$ cat src/rtl/mult_div_unit.sv
// Iterative MIPS HI/LO multiply/divide unit: MULT/MULTU/DIV/DIVU one bit per cycle,
// plus single-cycle MTHI/MTLO, with a start/busy/done handshake.
module mult_div_unit #(
  parameter int unsigned WIDTH = 32
) (
  input  logic             clk,
  input  logic             rst,
  input  logic             start,
  input  logic [2:0]       op,
  input  logic [WIDTH-1:0] a,
  input  logic [WIDTH-1:0] b,
  output logic             busy,
  output logic             done,
  output logic [WIDTH-1:0] hi,
  output logic [WIDTH-1:0] lo
);

  localparam int unsigned CW = $clog2(WIDTH);

  typedef enum logic [1:0] {IDLE, RUN, FIX} state_t;

  state_t             state, state_nxt;
  logic [CW-1:0]      count;
  logic               is_div;
  logic               neg_q;
  logic               neg_r;
  logic [WIDTH-1:0]   opnd_b;
  logic [2*WIDTH-1:0] acc;

  logic               accept;
  logic               a_neg, b_neg;
  logic [WIDTH-1:0]   a_mag, b_mag;
  logic [WIDTH:0]     mul_sum;
  logic [WIDTH:0]     div_shift;
  logic [WIDTH:0]     div_diff;
  logic [2*WIDTH-1:0] step_nxt;
  logic [2*WIDTH-1:0] prod_fix;
  logic [WIDTH-1:0]   quo_fix, rem_fix;

  assign accept = (state == IDLE) && start && !op[2];
  assign a_neg  = op[0] && a[WIDTH-1];
  assign b_neg  = op[0] && b[WIDTH-1];
  assign a_mag  = a_neg ? -a : a;
  assign b_mag  = b_neg ? -b : b;
  assign busy   = (state != IDLE);

  // acc holds {partial product, multiplier} or {partial remainder, dividend/quotient}
  always_comb begin
    mul_sum   = {1'b0, acc[2*WIDTH-1:WIDTH]} + (acc[0] ? {1'b0, opnd_b} : '0);
    div_shift = {acc[2*WIDTH-1:WIDTH], acc[WIDTH-1]};
    div_diff  = div_shift - {1'b0, opnd_b};
    if (!is_div)
      step_nxt = {mul_sum, acc[WIDTH-1:1]};
    else if (div_diff[WIDTH])
      step_nxt = {div_shift[WIDTH-1:0], acc[WIDTH-2:0], 1'b0};
    else
      step_nxt = {div_diff[WIDTH-1:0], acc[WIDTH-2:0], 1'b1};
    prod_fix = neg_q ? -acc : acc;
    quo_fix  = neg_q ? -acc[WIDTH-1:0] : acc[WIDTH-1:0];
    rem_fix  = neg_r ? -acc[2*WIDTH-1:WIDTH] : acc[2*WIDTH-1:WIDTH];
  end

  always_comb begin
    state_nxt = state;
    case (state)
      IDLE:    if (accept) state_nxt = RUN;
      RUN:     if (count == '0) state_nxt = FIX;
      FIX:     state_nxt = IDLE;
      default: state_nxt = IDLE;
    endcase
  end

  always_ff @(posedge clk or posedge rst) begin
    if (rst) state <= IDLE;
    else     state <= state_nxt;
  end

  // Divide by zero runs on the raw dividend with no sign flags, which leaves
  // quotient all-ones and remainder equal to a without a special FIX path.
  always_ff @(posedge clk or posedge rst) begin
    if (rst) begin
      count  <= '0;
      is_div <= 1'b0;
      neg_q  <= 1'b0;
      neg_r  <= 1'b0;
      opnd_b <= '0;
      acc    <= '0;
      hi     <= '0;
      lo     <= '0;
      done   <= 1'b0;
    end else begin
      done <= (state == FIX);
      case (state)
        IDLE: begin
          if (accept) begin
            count  <= CW'(WIDTH - 1);
            is_div <= op[1];
            if (op[1] && (b == '0)) begin
              acc    <= {{WIDTH{1'b0}}, a};
              opnd_b <= '0;
              neg_q  <= 1'b0;
              neg_r  <= 1'b0;
            end else begin
              acc    <= {{WIDTH{1'b0}}, a_mag};
              opnd_b <= b_mag;
              neg_q  <= a_neg ^ b_neg;
              neg_r  <= a_neg;
            end
          end else if (start && op == 3'b100) begin
            hi <= a;
          end else if (start && op == 3'b101) begin
            lo <= a;
          end
        end
        RUN: begin
          acc   <= step_nxt;
          count <= count - 1'b1;
        end
        FIX: begin
          if (is_div) begin
            lo <= quo_fix;
            hi <= rem_fix;
          end else begin
            {hi, lo} <= prod_fix;
          end
        end
        default: ;
      endcase
    end
  end

endmodule
$ cat config.mk
export PLATFORM = sky130hd
export DESIGN_NAME = mult_div_unit
export DESIGN_NICKNAME = d
export VERILOG_FILES = /design/src/rtl/mult_div_unit.sv
export SDC_FILE = /design/constraint.sdc
export NUM_CORES = 1
export LEC_CHECK = 0
export BUFFER_PORTS_ARGS = -buffer_cell sky130_fd_sc_hd__buf_2
export CORE_MARGIN = 8
export CORE_UTILIZATION = 30
export DETAILED_ROUTE_END_ITERATION = 8
export GPL_ROUTABILITY_DRIVEN = 1
export PLACE_DENSITY_LB_ADDON = 0.08
export SETUP_SLACK_MARGIN = 0.2
export SKIP_LAST_GASP = 1
export SLEW_MARGIN = 10
export SYNTH_ARGS = -nofsm -noshare
export SYNTH_HDL_FRONTEND = slang
export SYNTH_SLANG_ARGS = --single-unit
$ cat constraint.sdc
create_clock -name clk -period 7 [get_ports clk]
set_input_delay 1.4 -clock clk [delete_from_list [all_inputs] [get_ports clk]]
set_output_delay 1.4 -clock clk [all_outputs]
set_load 0.005 [all_outputs]
## Word level (Yosys, flattened, before mapping)

Index checks and enable logic that the tools add are counted.

| word-level totals | value |
|---|---|
| bits in registers | 171 |
| output and inout port bits | 66 |
| word-level logic and storage cells | 76 |

| cells by class | value |
|---|---|
| add/sub/neg operators | 8 |
| equality and inequality tests | 10 |
| mux-type cells | 28 |
| bitwise operators | 1 |
| reductions and logical operators | 19 |

Operators by type and width:

| operator | count |
|---|---|
| $mux 32 | 14 |
| $mux 64 | 4 |
| $neg 32->32 | 4 |
| $pmux 32 s2 | 2 |
| $pmux 64 s2 | 1 |
| $neg 64->64 | 1 |
| $add 32x32->33 | 1 |
| $sub 33x32->33 | 1 |
| $logic_not 32->1 | 1 |
| $pmux 5 s2 | 1 |
| $ne 2x2->1 const B | 4 |
| $logic_and 1x1->1 | 7 |
| $eq 3x3->1 const B | 2 |
| $reduce_and 2->1 | 3 |
| $reduce_bool 2->1 | 3 |
| $logic_not 5->1 | 1 |
| $mux 5 | 1 |
| $sub 5x1->5 const B | 1 |
| $mux 2 | 2 |
| $ne 2x1->1 const B | 2 |
| $pmux 2 s2 | 1 |
| $reduce_and 4->1 | 1 |
| $reduce_and 3->1 | 1 |
| $eq 2x1->1 const B | 1 |
| 5 further kinds | 6 |

## Longest topological paths before layout

Gate-level depths: netlist of run 1.

| logic depth | value |
|---|---|
| word-level depth | 6 |
| mapped depth | 15 |

## Worst setup path before layout of run 1

OpenSTA, ideal clock, no wires.

| timing | value |
|---|---|
| path type | input-to-reg |
| start point | in b[17] |
| end point | reg acc[13] |
| arrival time | 3.694 ns |
| data required time | 6.869 ns |
| slack | 3.175 ns |
| stages | 12 |
| path buffers | 2 |
| cell sequence | or4_4 -> nor4_4 -> nand2_1 -> nor3_2 -> nand3b_1 -> or4_4 -> and3_4 -> buf_6 -> buf_6 -> o41ai_1 -> xor2_1 -> o21ai_1 |

| on the way | value |
|---|---|
| longest elaborated chain between the ends | 5 |

RTL lines:

| item | line | source |
|---|---|---|
| from (decl) | 11 | `input logic [WIDTH-1:0] b,` |
| $logic_not 32->1 | 98 | `if (op[1] && (b == '0)) begin` |
| $logic_and 1x1->1 | 98 |  |
| $mux 32 | 98 |  |
| $mux 64 | 95 | `if (accept) begin` |
| $pmux 64 s2 | 93 | `case (state)` |
| to (signal assigned) | 99 | `acc <= {{WIDTH{1'b0}}, a};` |
| to (signal assigned) | 104 | `acc <= {{WIDTH{1'b0}}, a_mag};` |
| to (signal assigned) | 116 | `acc <= step_nxt;` |
| to (decl) | 28 | `logic [2*WIDTH-1:0] acc;` |

No other way between the ends. The select of a mux whose other input is x is not followed.
A chain may end at the register's enable or synchronous reset.

## Worst setup path after layout of run 1

| timing | value |
|---|---|
| start point | reg acc[0] |
| end point | reg acc[61] |

| on the way | value |
|---|---|
| longest elaborated chain between the ends | 4 |

RTL lines:

| item | line | source |
|---|---|---|
| $mux 32 | 49 | `mul_sum = {1'b0, acc[2*WIDTH-1:WIDTH]} + (acc[0] ? {1'b0, opnd_b} : '0);` |
| $add 32x32->33 | 49 |  |
| $mux 64 | 52 | `if (!is_div)` |
| $pmux 64 s2 | 93 |  |

No other way between the ends.

==> impl_metrics.env, run 1 <==
export IMPL_min_period_ns=4.487
export IMPL_h_tree_depth=4
export IMPL_grt_max_degree=95
export IMPL_synthToLayoutAreaGrowth_pct=12.52
export IMPL_place_congestion=0.8728
export IMPL_netlist_area_sq_mm=0.01387
export IMPL_fin_crit_sh_pct=64.11
export IMPL_rsz0062_at_grt="no"
export IMPL_post_drt_wl_per_cell_microns=19.34
export IMPL_drtAntennaViolNets=0
export IMPL_nets=1963
export IMPL_postRouteWirelength_microns=47060
export IMPL_setup_ws_ns=2.513
export IMPL_drc=0
export IMPL_core_area_sq_mm=0.04548
export IMPL_critPathRequiredTime_ns=7.34
export IMPL_die_h_microns=231.0
export IMPL_synth_top_area_share_pct=30.85
export IMPL_cts_root_buf="clkbuf_16"
export IMPL_clk_latency_ns=0.48
export IMPL_antenna_found_initial=1
export IMPL_io_buffers=135
export IMPL_ys_top_cells_by_count="210 x nor2_1, 173 x o21ai_0, 172 x nand2_1, 171 x dfrtp_1, 150 x a21oi_1"
export IMPL_cp_data_arrival_time_ns=4.83
export IMPL_hold_viol_final=0
export IMPL_clockBufferDepth=2
export IMPL_worst_pin_slew_ns=1.010
export IMPL_drtPass1Iterations=6
export IMPL_powerDensity_mw_per_mm2=516.9
export IMPL_io_pins=136
export IMPL_setup_viol=0
export IMPL_grt_ovfl_total=0
export IMPL_ys_flop_type="dfrtp_1"
export IMPL_report_final_slew_viol_count=0
export IMPL_relSlewSlack_pct=32.66
export IMPL_hp_class="reg -> reg"
export IMPL_dr_max_layer_used="met4"
export IMPL_clock_sinks=171
export IMPL_start_kind="flop"
export IMPL_cts_buffers=17
export IMPL_critical_path_startpoint="acc[0]"
export IMPL_ys_top_cells_by_area="dfrtp_1 31%, ha_1 6.3%, o21ai_0 6.2%"
export IMPL_hp_start="lo[20]"
export IMPL_clock_skew_ns=0.01443
export IMPL_wl_met2_microns=21130
export IMPL_cts_resized=0
export IMPL_crit_path_max_fanout=31
export IMPL_n_antenna_cell=0
export IMPL_synth_top_area_cell="dfrtp_1"
export IMPL_grt_util_all_layers_pct=17.57
export IMPL_setup_tns_ns=0
export IMPL_status="finished clean"
export IMPL_crit_type="reg -> reg"
export IMPL_yosys_cell_count_top_type="nor2_1"
export IMPL_path_clk_slew_ns=0.08
export IMPL_wl_met1_microns=23000
export IMPL_rrSetupSlack_ns=2.51
export IMPL_dieArea_sq_mm=0.05337
export IMPL_syn_inst=1751
export IMPL_synth_edf_count=0
export IMPL_start_util_pct=30.50
export IMPL_via_per_inst=5.238
export IMPL_yosysWarningCount=0
export IMPL_drv_cap=0
export IMPL_drtIter0Drc=941
export IMPL_hpwlAfterDp_microns=36130
export IMPL_ys_types=76
export IMPL_wl_met3_microns=1924
export IMPL_drive_gt1_share_pct=12.06
export IMPL_grt_pass1_wl_microns=74160
export IMPL_grt_pass1_vias=12530
export IMPL_ys_seq_area_share_pct=30.85
export IMPL_cts_tree="built"
export IMPL_syn_mean_instance_area_sq_um=7.921
export IMPL_cts_setup_buffers=0
export IMPL_hold_buffers=0
export IMPL_syn_nets=1893
export IMPL_r2r_start="acc[0]"
export IMPL_fmax_mhz=222.8
export IMPL_synth_async_reset_ratio_pct=100.0
export IMPL_p_leak_nw=6.857
export IMPL_preCtsSetupSlack_ns=2.536
export IMPL_synth_seq_cells=171
export IMPL_num_vias=12740
export IMPL_die_x_microns=231.0
export IMPL_rows=78
export IMPL_vdd_drop_max_mv=0.3454
export IMPL_end_kind="flop"
[area by class of cell]
type | instances | area, sq um
fill | 4970 | 29870
multi-input combinational | 1417 | 8962
sequential | 171 | 4280
timing repair buffer | 152 | 803.3
tap | 600 | 750.7
clock buffer | 18 | 439.2
inverter | 62 | 237.7
clock inverter | 13 | 132.6
[worst max-delay path, stage by stage, from the launching register on]
cell and delay, ns:
dfrtp_1 0.44, inv_1 0.73, nor2_1 0.12, ha_1 0.38, nor2b_1 0.20, nor3_1 0.06
o21ai_0 0.45, a31oi_1 0.26, nor4b_1 0.52, a311o_1 0.32, a21oi_1 0.15, or3b_2 0.49
o211ai_1 0.10, o211ai_1 0.10
[state kept, by name, indices dropped and copies added, names as in the netlist, 2 cells and up]
name	flops
acc	64
opnd_b	32
count	5
hi	32
lo	32
state	2
[through the flow]
step | util, % | area (sq um) | hold WS (ns) | cells | power (mW)
final | 34.32 | 15610 | 0.4739 | 2433 | 8.067
after detailed placement | 33.06 | 15030 | 0.4652 | 2402 | 7.123
after floorplan | - | 13870 | 0.4456 | 1751 | 5.644
after global placement | 33.06 | 15030 | 0.4565 | 2402 | 7.119
after CTS | 34.32 | 15610 | 0.4816 | 2433 | 8.138
after global routing | 34.32 | 15610 | 0.4981 | 2433 | 8.831
[per-layer routing]
layer / vias up / global-route usage [%]
li1: 6407 / -
met1: 6020 / 24.15
met2: 262 / 27.72
met3: 54 / 2.907
met4: 0 / 5.920
met5: - / 0
[final timing paths]
| kind | depth (start not counted) | endpoint |
|---|---|---|
| setup / recovery | 13 | acc[61] |
| hold / removal | 2 | lo[20] |
| setup reg to reg | 13 | acc[61] |
| hold reg to reg | 2 | lo[20] |
| max in group asynchronous | 3 | is_div |
| min in group asynchronous | 2 | lo[6] |
[cell families (layout without fill, tap and decap cells)]
kind of cell,after synthesis,count (layout),share of synthesized area [%]
xor+xnor,176,176,11.11
buf+inv,163,245,4.727
simple gates,557,557,18.79
fa+ha+maj,72,72,6.604
mux,42,42,3.031
flops,171,171,30.85
compound gates,570,570,24.88
[placed cells by master (no fill, tap or decap), types with 7 or more instances in the layout]
master / n
a211oi_1: 14
a21o_1: 21
a21oi_1: 150
a22oi_1: 29
a31oi_1: 46
and3_1: 7
buf_2: 135
buf_4: 17
clkbuf_16: 17
dfrtp_1: 170
ha_1: 70
inv_1: 61
mux2i_1: 42
nand2_1: 172
nand2b_1: 19
nand3_1: 23
nand4_1: 8
nor2_1: 209
nor2b_1: 16
nor3_1: 31
nor4_1: 8
o211ai_1: 9
o21ai_0: 173
o21ai_1: 20
o221ai_1: 10
o31ai_1: 38
o41ai_1: 14
or3_1: 13
or4_1: 8
xnor2_1: 77
xor2_1: 98
[power by group]
| part | internal [mW] | switching [mW] |
|---|---|---|
| Clock | 0.506 | 0.468 |
| Sequential | 1.46 | 0.612 |
| Combinational | 2.05 | 2.97 |
Power figures use the tool's default switching activity.
==> inputs of run 2 (changes only) <==
==> constraint.sdc (replaced) <==
create_clock -name clk -period 3.71 [get_ports clk]
set_input_delay 0.742 -clock clk [delete_from_list [all_inputs] [get_ports clk]]
set_output_delay 0.742 -clock clk [all_outputs]
set_load 0.005 [all_outputs]
==> run 2 against run 1 <==
Net effect: utilization grew 2.9 points; first-iteration DRC count shrank 10%; routed wire length up 6.8%; sequential cell count is the same; critical endpoint is now acc[41]; critical path type unchanged; worst setup slack lost 2.3 ns; clock power grew 97%; combinational power up 140%; maximum frequency up 29%; die area stayed put; cell area rose by 8.5%; largest cell class unchanged; power grew 120%; critical path depth increased by 2.
==> impl_metrics.env, run 2 (synthesized netlist as in run 1, its figures left out) <==
export IMPL_drv_cap=0
export IMPL_synthToLayoutAreaGrowth_pct=22.07
export IMPL_h_tree_depth=4
export IMPL_wl_met1_microns=24390
export IMPL_r2r_end="acc[41]"
export IMPL_clock_skew_ns=0.01042
export IMPL_die_x_microns=231.0
export IMPL_place_area_sq_mm=0.01597
export IMPL_rsz0062_at_grt="yes"
export IMPL_crit_path_max_fanout=6
export IMPL_hold_buffers=0
export IMPL_top_register="acc"
export IMPL_reg2regPathDepth=15
export IMPL_die_h_microns=231.0
export IMPL_post_drt_wl_per_cell_microns=19.65
export IMPL_path_clk_slew_ns=0.07
export IMPL_rrSetupSlack_ns=0.22
export IMPL_powerDensity_mw_per_mm2=1045
export IMPL_postLayoutCellArea_sq_mm=0.01693
export IMPL_r2r_start="opnd_b[2]"
export IMPL_start_kind="flop"
export IMPL_clockBufferDepth=2
export IMPL_antenna_found_initial=0
export IMPL_clk_latency_ns=0.46
export IMPL_wl_met2_microns=22910
export IMPL_layout_common_cells="202 x nor2_1, 172 x nand2_1, 170 x dfrtp_1"
export IMPL_rows=78
export IMPL_critPathRequiredTime_ns=4.05
export IMPL_via_per_inst=5.239
export IMPL_postRouteWirelength_microns=50250
export IMPL_hold_slack_ns=0.3196
export IMPL_worst_pin_slew_ns=1.049
export IMPL_grt_util_all_layers_pct=18.30
export IMPL_dr_max_layer_used="met4"
export IMPL_cts_root_buf="clkbuf_16"
export IMPL_core_area_sq_mm=0.04548
export IMPL_drive_gt1_share_pct=19.47
export IMPL_relSlewSlack_pct=28.27
export IMPL_p_total_mw=17.69
export IMPL_setup_viol=0
export IMPL_crit_type="reg -> reg"
export IMPL_p_leak_nw=7.589
export IMPL_grt_ovfl_total=0
export IMPL_cts_tree="built"
export IMPL_fin_crit_sh_pct=94.10
export IMPL_report_final_slew_viol_count=0
export IMPL_final_common_cell="nor2_1"
export IMPL_dieArea_sq_mm=0.05337
export IMPL_hpwlAfterDp_microns=38570
export IMPL_vdd_drop_max_mv=0.3641
export IMPL_drtAntennaViolNets=0
export IMPL_io_pins=136
export IMPL_fmax_mhz=286.4
export IMPL_io_buffers=135
export IMPL_largest_reg_flops=64
export IMPL_grt_max_degree=67
export IMPL_drc=0
export IMPL_min_period_ns=3.491
export IMPL_setup_tns_ns=0
export IMPL_hold_viol_final=0
export IMPL_start_util_pct=30.50
export IMPL_end_kind="flop"
export IMPL_n_antenna_cell=0
export IMPL_hp_class="in -> async"
export IMPL_clock_sinks=171
export IMPL_status="finished clean"
export IMPL_grt_pass1_wl_microns=77580
export IMPL_grt_pass1_vias=13320
export IMPL_cts_buffers=17
export IMPL_drtIter0Drc=845
export IMPL_cp_data_arrival_time_ns=3.83
export IMPL_wl_met3_microns=2012
export IMPL_num_vias=13400
export IMPL_place_congestion=0.8689
export IMPL_nets=2088
export IMPL_drtPass1Iterations=5
export IMPL_fill_cells=4873
[run 2: per-stage QoR]
stage | instances | worst slack (ns) | util [%]
floorplan | 1751 | 0.3354 | -
global placement | 2513 | 0.05473 | 35.11
detailed placement | 2513 | 0.04421 | 35.11
CTS | 2543 | 0.1683 | 36.43
global route | 2557 | 0.09253 | 37.23
finish | 2557 | 0.2187 | 37.23
[run 2: worst max-delay path, stage by stage, from the launching register on]
cell       delay (ns)
dfrtp_1          0.38
inv_1            0.14
ha_1             0.27
nor2b_2          0.16
o31a_1           0.33
o21a_1           0.23
o31a_1           0.38
a211oi_2         0.28
buf_4            0.17
a21oi_4          0.05
xnor2_2          0.25
buf_12           0.16
buf_12           0.14
clkbuf_16        0.15
mux2i_1          0.20
o21ai_1          0.07
[run 2: worst max path at each step]
stage | end | from | cells after the start | slack (ns)
3_5_place_dp | acc[61] | acc[0] | 15 | 0.04
6_report | acc[41] | opnd_b[2] | 15 | 0.22
3_3_place_gp | acc[31] | a[6] | 10 | 0.05
5_1_grt | acc[59] | acc[31] | 17 | 0.09
4_1_cts | acc[61] | acc[0] | 15 | 0.17
2_1_floorplan | acc[61] | acc[0] | 14 | 0.34
[run 2: area by class of cell]
type | instances | area (sq um) | share of cell area (%)
clock buffers | 20 | 446.7 | 2.638
well taps | 600 | 750.7 | 4.434
flip-flops and latches | 171 | 4280 | 25.28
repair buffers | 277 | 1939 | 11.46
clock inverters | 10 | 142.6 | 0.8425
multi-input cells | 1417 | 9134 | 53.95
inverters | 62 | 236.5 | 1.397
[run 2: what timing repair did]
item	CTS	global route
cloned	0	5
pin swaps	0	31
buffers inserted	0	9
setup endpoints to repair	26	32
gates resized for setup	3	60
[run 2: power breakdown]
group	internal (mW)	switching [mW]
Combinational	5.47	6.66
Clock	1.07	0.842
Sequential	2.76	0.892
[run 2: layer usage]
metal | up-vias | global-route usage [%]
met5 | - | 0
met4 | 0 | 5.524
met3 | 49 | 2.419
met2 | 334 | 29.17
met1 | 6365 | 25.51
li1 | 6647 | -
==> inputs of run 3 (changes only) <==
--- a/config.mk
+++ b/config.mk
@@ -8,9 +8,11 @@
 export BUFFER_PORTS_ARGS = -buffer_cell sky130_fd_sc_hd__buf_2
 export CORE_MARGIN = 8
 export CORE_UTILIZATION = 30
+export CTS_CLUSTER_SIZE = 25
 export DETAILED_ROUTE_END_ITERATION = 8
 export GPL_ROUTABILITY_DRIVEN = 1
 export PLACE_DENSITY_LB_ADDON = 0.08
+export REMOVE_ABC_BUFFERS = 1
 export SETUP_SLACK_MARGIN = 0.2
 export SKIP_LAST_GASP = 1
 export SLEW_MARGIN = 10
==> run 3 against run 2 <==
Net effect: power decreased by 7.5%; non-clock buffer count fell by 13; critical path type is now in -> reg; combinational power shrank 9%; clock-buffer cell count grew 3; critical endpoint is now acc[31].
==> impl_metrics.env, run 3 (synthesized netlist as in run 1, its figures left out) <==
export IMPL_status="finished clean"
export IMPL_core_area_sq_mm=0.04548
export IMPL_layout_common_cells="209 x nor2_1, 172 x nand2_1, 170 x dfrtp_1"
export IMPL_clock_skew_ns=0.009921
export IMPL_finalCoreUtilization_pct=36.36
export IMPL_rows=78
export IMPL_worst_pin_slew_ns=1.169
export IMPL_via_per_inst=5.221
export IMPL_max_stage_delay_ns=0.58
export IMPL_final_common_cell="nor2_1"
export IMPL_min_period_ns=3.394
export IMPL_io_pins=136
export IMPL_drtAntennaViolNets=0
export IMPL_seqPwrFrac_pct=22.0
export IMPL_netSwitchingPower_mw=7.910
export IMPL_place_congestion=0.8704
export IMPL_crit_top_cell="or4_1"
export IMPL_report_final_slew_viol_count=0
export IMPL_rsz0062_at_grt="yes"
export IMPL_start_kind="input port"
export IMPL_antenna_found_initial=2
export IMPL_fill_cells=4902
export IMPL_p_int_mw=8.458
export IMPL_crit_chain="buf_2 > or4_1 > or3_1 > or4_1 > nor2_1 > and3_1 > nand2_1 > o311ai_0 > nand3_1 > a31oi_1"
export IMPL_nets=2075
export IMPL_comb_power_share_pct=67.3
export IMPL_critPathRequiredTime_ns=4.06
export IMPL_r2r_end="hi[1]"
export IMPL_hold_slack_ns=0.3632
export IMPL_crit_type="in -> reg"
export IMPL_io_buffers=135
export IMPL_grt_pass1_wl_microns=76180
export IMPL_preCtsSetupSlack_ns=-0.09859
export IMPL_grt_max_degree=85
export IMPL_top_register="acc"
export IMPL_p_sw_share_pct=48.32
export IMPL_synthToLayoutAreaGrowth_pct=19.22
export IMPL_hpwlAfterDp_microns=37410
export IMPL_grt_pass1_vias=13230
export IMPL_post_drt_wl_per_cell_microns=18.93
export IMPL_cts_buffers=17
export IMPL_power_frac_clock_pct=10.6
export IMPL_relSlewSlack_pct=22.05
export IMPL_cts_tree="built"
export IMPL_dieArea_sq_mm=0.05337
export IMPL_reg2regPathDepth=10
export IMPL_n_antenna_cell=0
export IMPL_drtIter0Drc=901
export IMPL_num_vias=13280
export IMPL_cp_data_arrival_time_ns=3.74
export IMPL_start_util_pct=30.50
export IMPL_grt_util_all_layers_pct=17.82
export IMPL_die_h_microns=231.0
export IMPL_die_x_microns=231.0
export IMPL_drtPass1Iterations=5
export IMPL_powerDensity_mw_per_mm2=989.8
export IMPL_setup_ws_ns=0.3163
export IMPL_drive_gt1_share_pct=17.75
export IMPL_hold_viol_final=0
export IMPL_fin_crit_sh_pct=91.47
export IMPL_clk_latency_ns=0.46
export IMPL_crit_path_max_fanout=3
export IMPL_hp_class="in -> async"
export IMPL_rrSetupSlack_ns=0.36
export IMPL_end_kind="flop"
export IMPL_drc=0
export IMPL_clockBufferDepth=2
export IMPL_largest_reg_flops=64
export IMPL_h_tree_depth=4
export IMPL_cp_slowest_cell="or4_1"
export IMPL_path_clk_slew_ns=0.07
export IMPL_clock_sinks=171
export IMPL_fmax_mhz=294.7
export IMPL_postRouteWirelength_microns=48160
export IMPL_r2r_start="acc[19]"
export IMPL_grt_ovfl_total=0
export IMPL_p_leak_nw=7.411
export IMPL_drv_cap=0
export IMPL_cts_root_buf="clkbuf_16"
export IMPL_setup_viol=0
export IMPL_vdd_drop_max_mv=0.5222
run 3: cell types whose count changed in the layout (fill, tap and decap cells not counted), moves of 3 or more:
cell / previous run / this run
a211oi_1: 9 / 13
a211oi_2: 5 / 1
a21oi_1: 138 / 146
a21oi_2: 12 / 4
buf_12: 9 / 3
clkbuf_1: 2 / 5
clkbuf_16: 21 / 17
nor2_1: 202 / 209
nor2_2: 6 / 1
o21ai_0: 158 / 168
o21ai_1: 34 / 24
run 3: how the worst max path moves through the flow:
stage             from  depth (start not counted)      end
6_report          a[6]                         10  acc[31]
4_1_cts        acc[31]                         16  acc[61]
3_3_place_gp      a[6]                         10  acc[31]
5_1_grt         acc[0]                         15  acc[60]
2_1_floorplan      rst                          1   acc[0]
3_5_place_dp      a[6]                         10  acc[31]
run 3: critical path, delay by kind of cell:
kind	cells	cell delay, ns
and+or+nand+nor	7	2.23
AOI/OAI and AO/OA	2	0.65
buffers and inverters	1	0.12
run 3: through the flow:
step	setup TNS, ns	power, mW	instance area, sq um	instances
final	0	16.37	16540	2544
after detailed placement	-0.09859	14.37	15850	2506
after global routing	0	17.91	16540	2544
after floorplan	-331.94	10.36	13450	1650
after CTS	0	16.32	16450	2541
after global placement	-0.1171	14.35	15850	2506
run 3: what timing repair did:
action | CTS | global route
hold buffers | 0 | 0
setup endpoints to repair | 31 | 17
cloned | 0 | 0
gates resized for setup | 10 | 20
pin swaps | 4 | 11
setup buffers | 5 | 3
run 3: cell type report:
class	count	area (sq um)	share of cell area, %
inverter	62	237.7	1.438
tap	600	750.7	4.540
sequential	171	4280	25.89
multi-input combinational	1417	9049	54.72
timing repair buffer	264	1689	10.21
clock inverter	7	71.32	0.4313
clock buffer	23	457.9	2.769
run 3: routing by layer:
metal	share of wire [%]	routed length, microns	GRT usage [%]
met5	0	0	0
met1	49	23630	25.16
met3	4.4	2142	2.370
met2	44	21350	27.89
met4	2.2	1042	5.642
run 3: power by group through the flow:
stage / Clock [mW] / Combinational, mW / Sequential, mW
floorplan: 0 / 6.73 / 3.63
global placement: 0 / 10.7 / 3.62
detailed placement: 0 / 10.7 / 3.64
CTS: 1.80 / 10.9 / 3.61
global route: 1.87 / 12.3 / 3.75
finish: 1.74 / 11.0 / 3.61
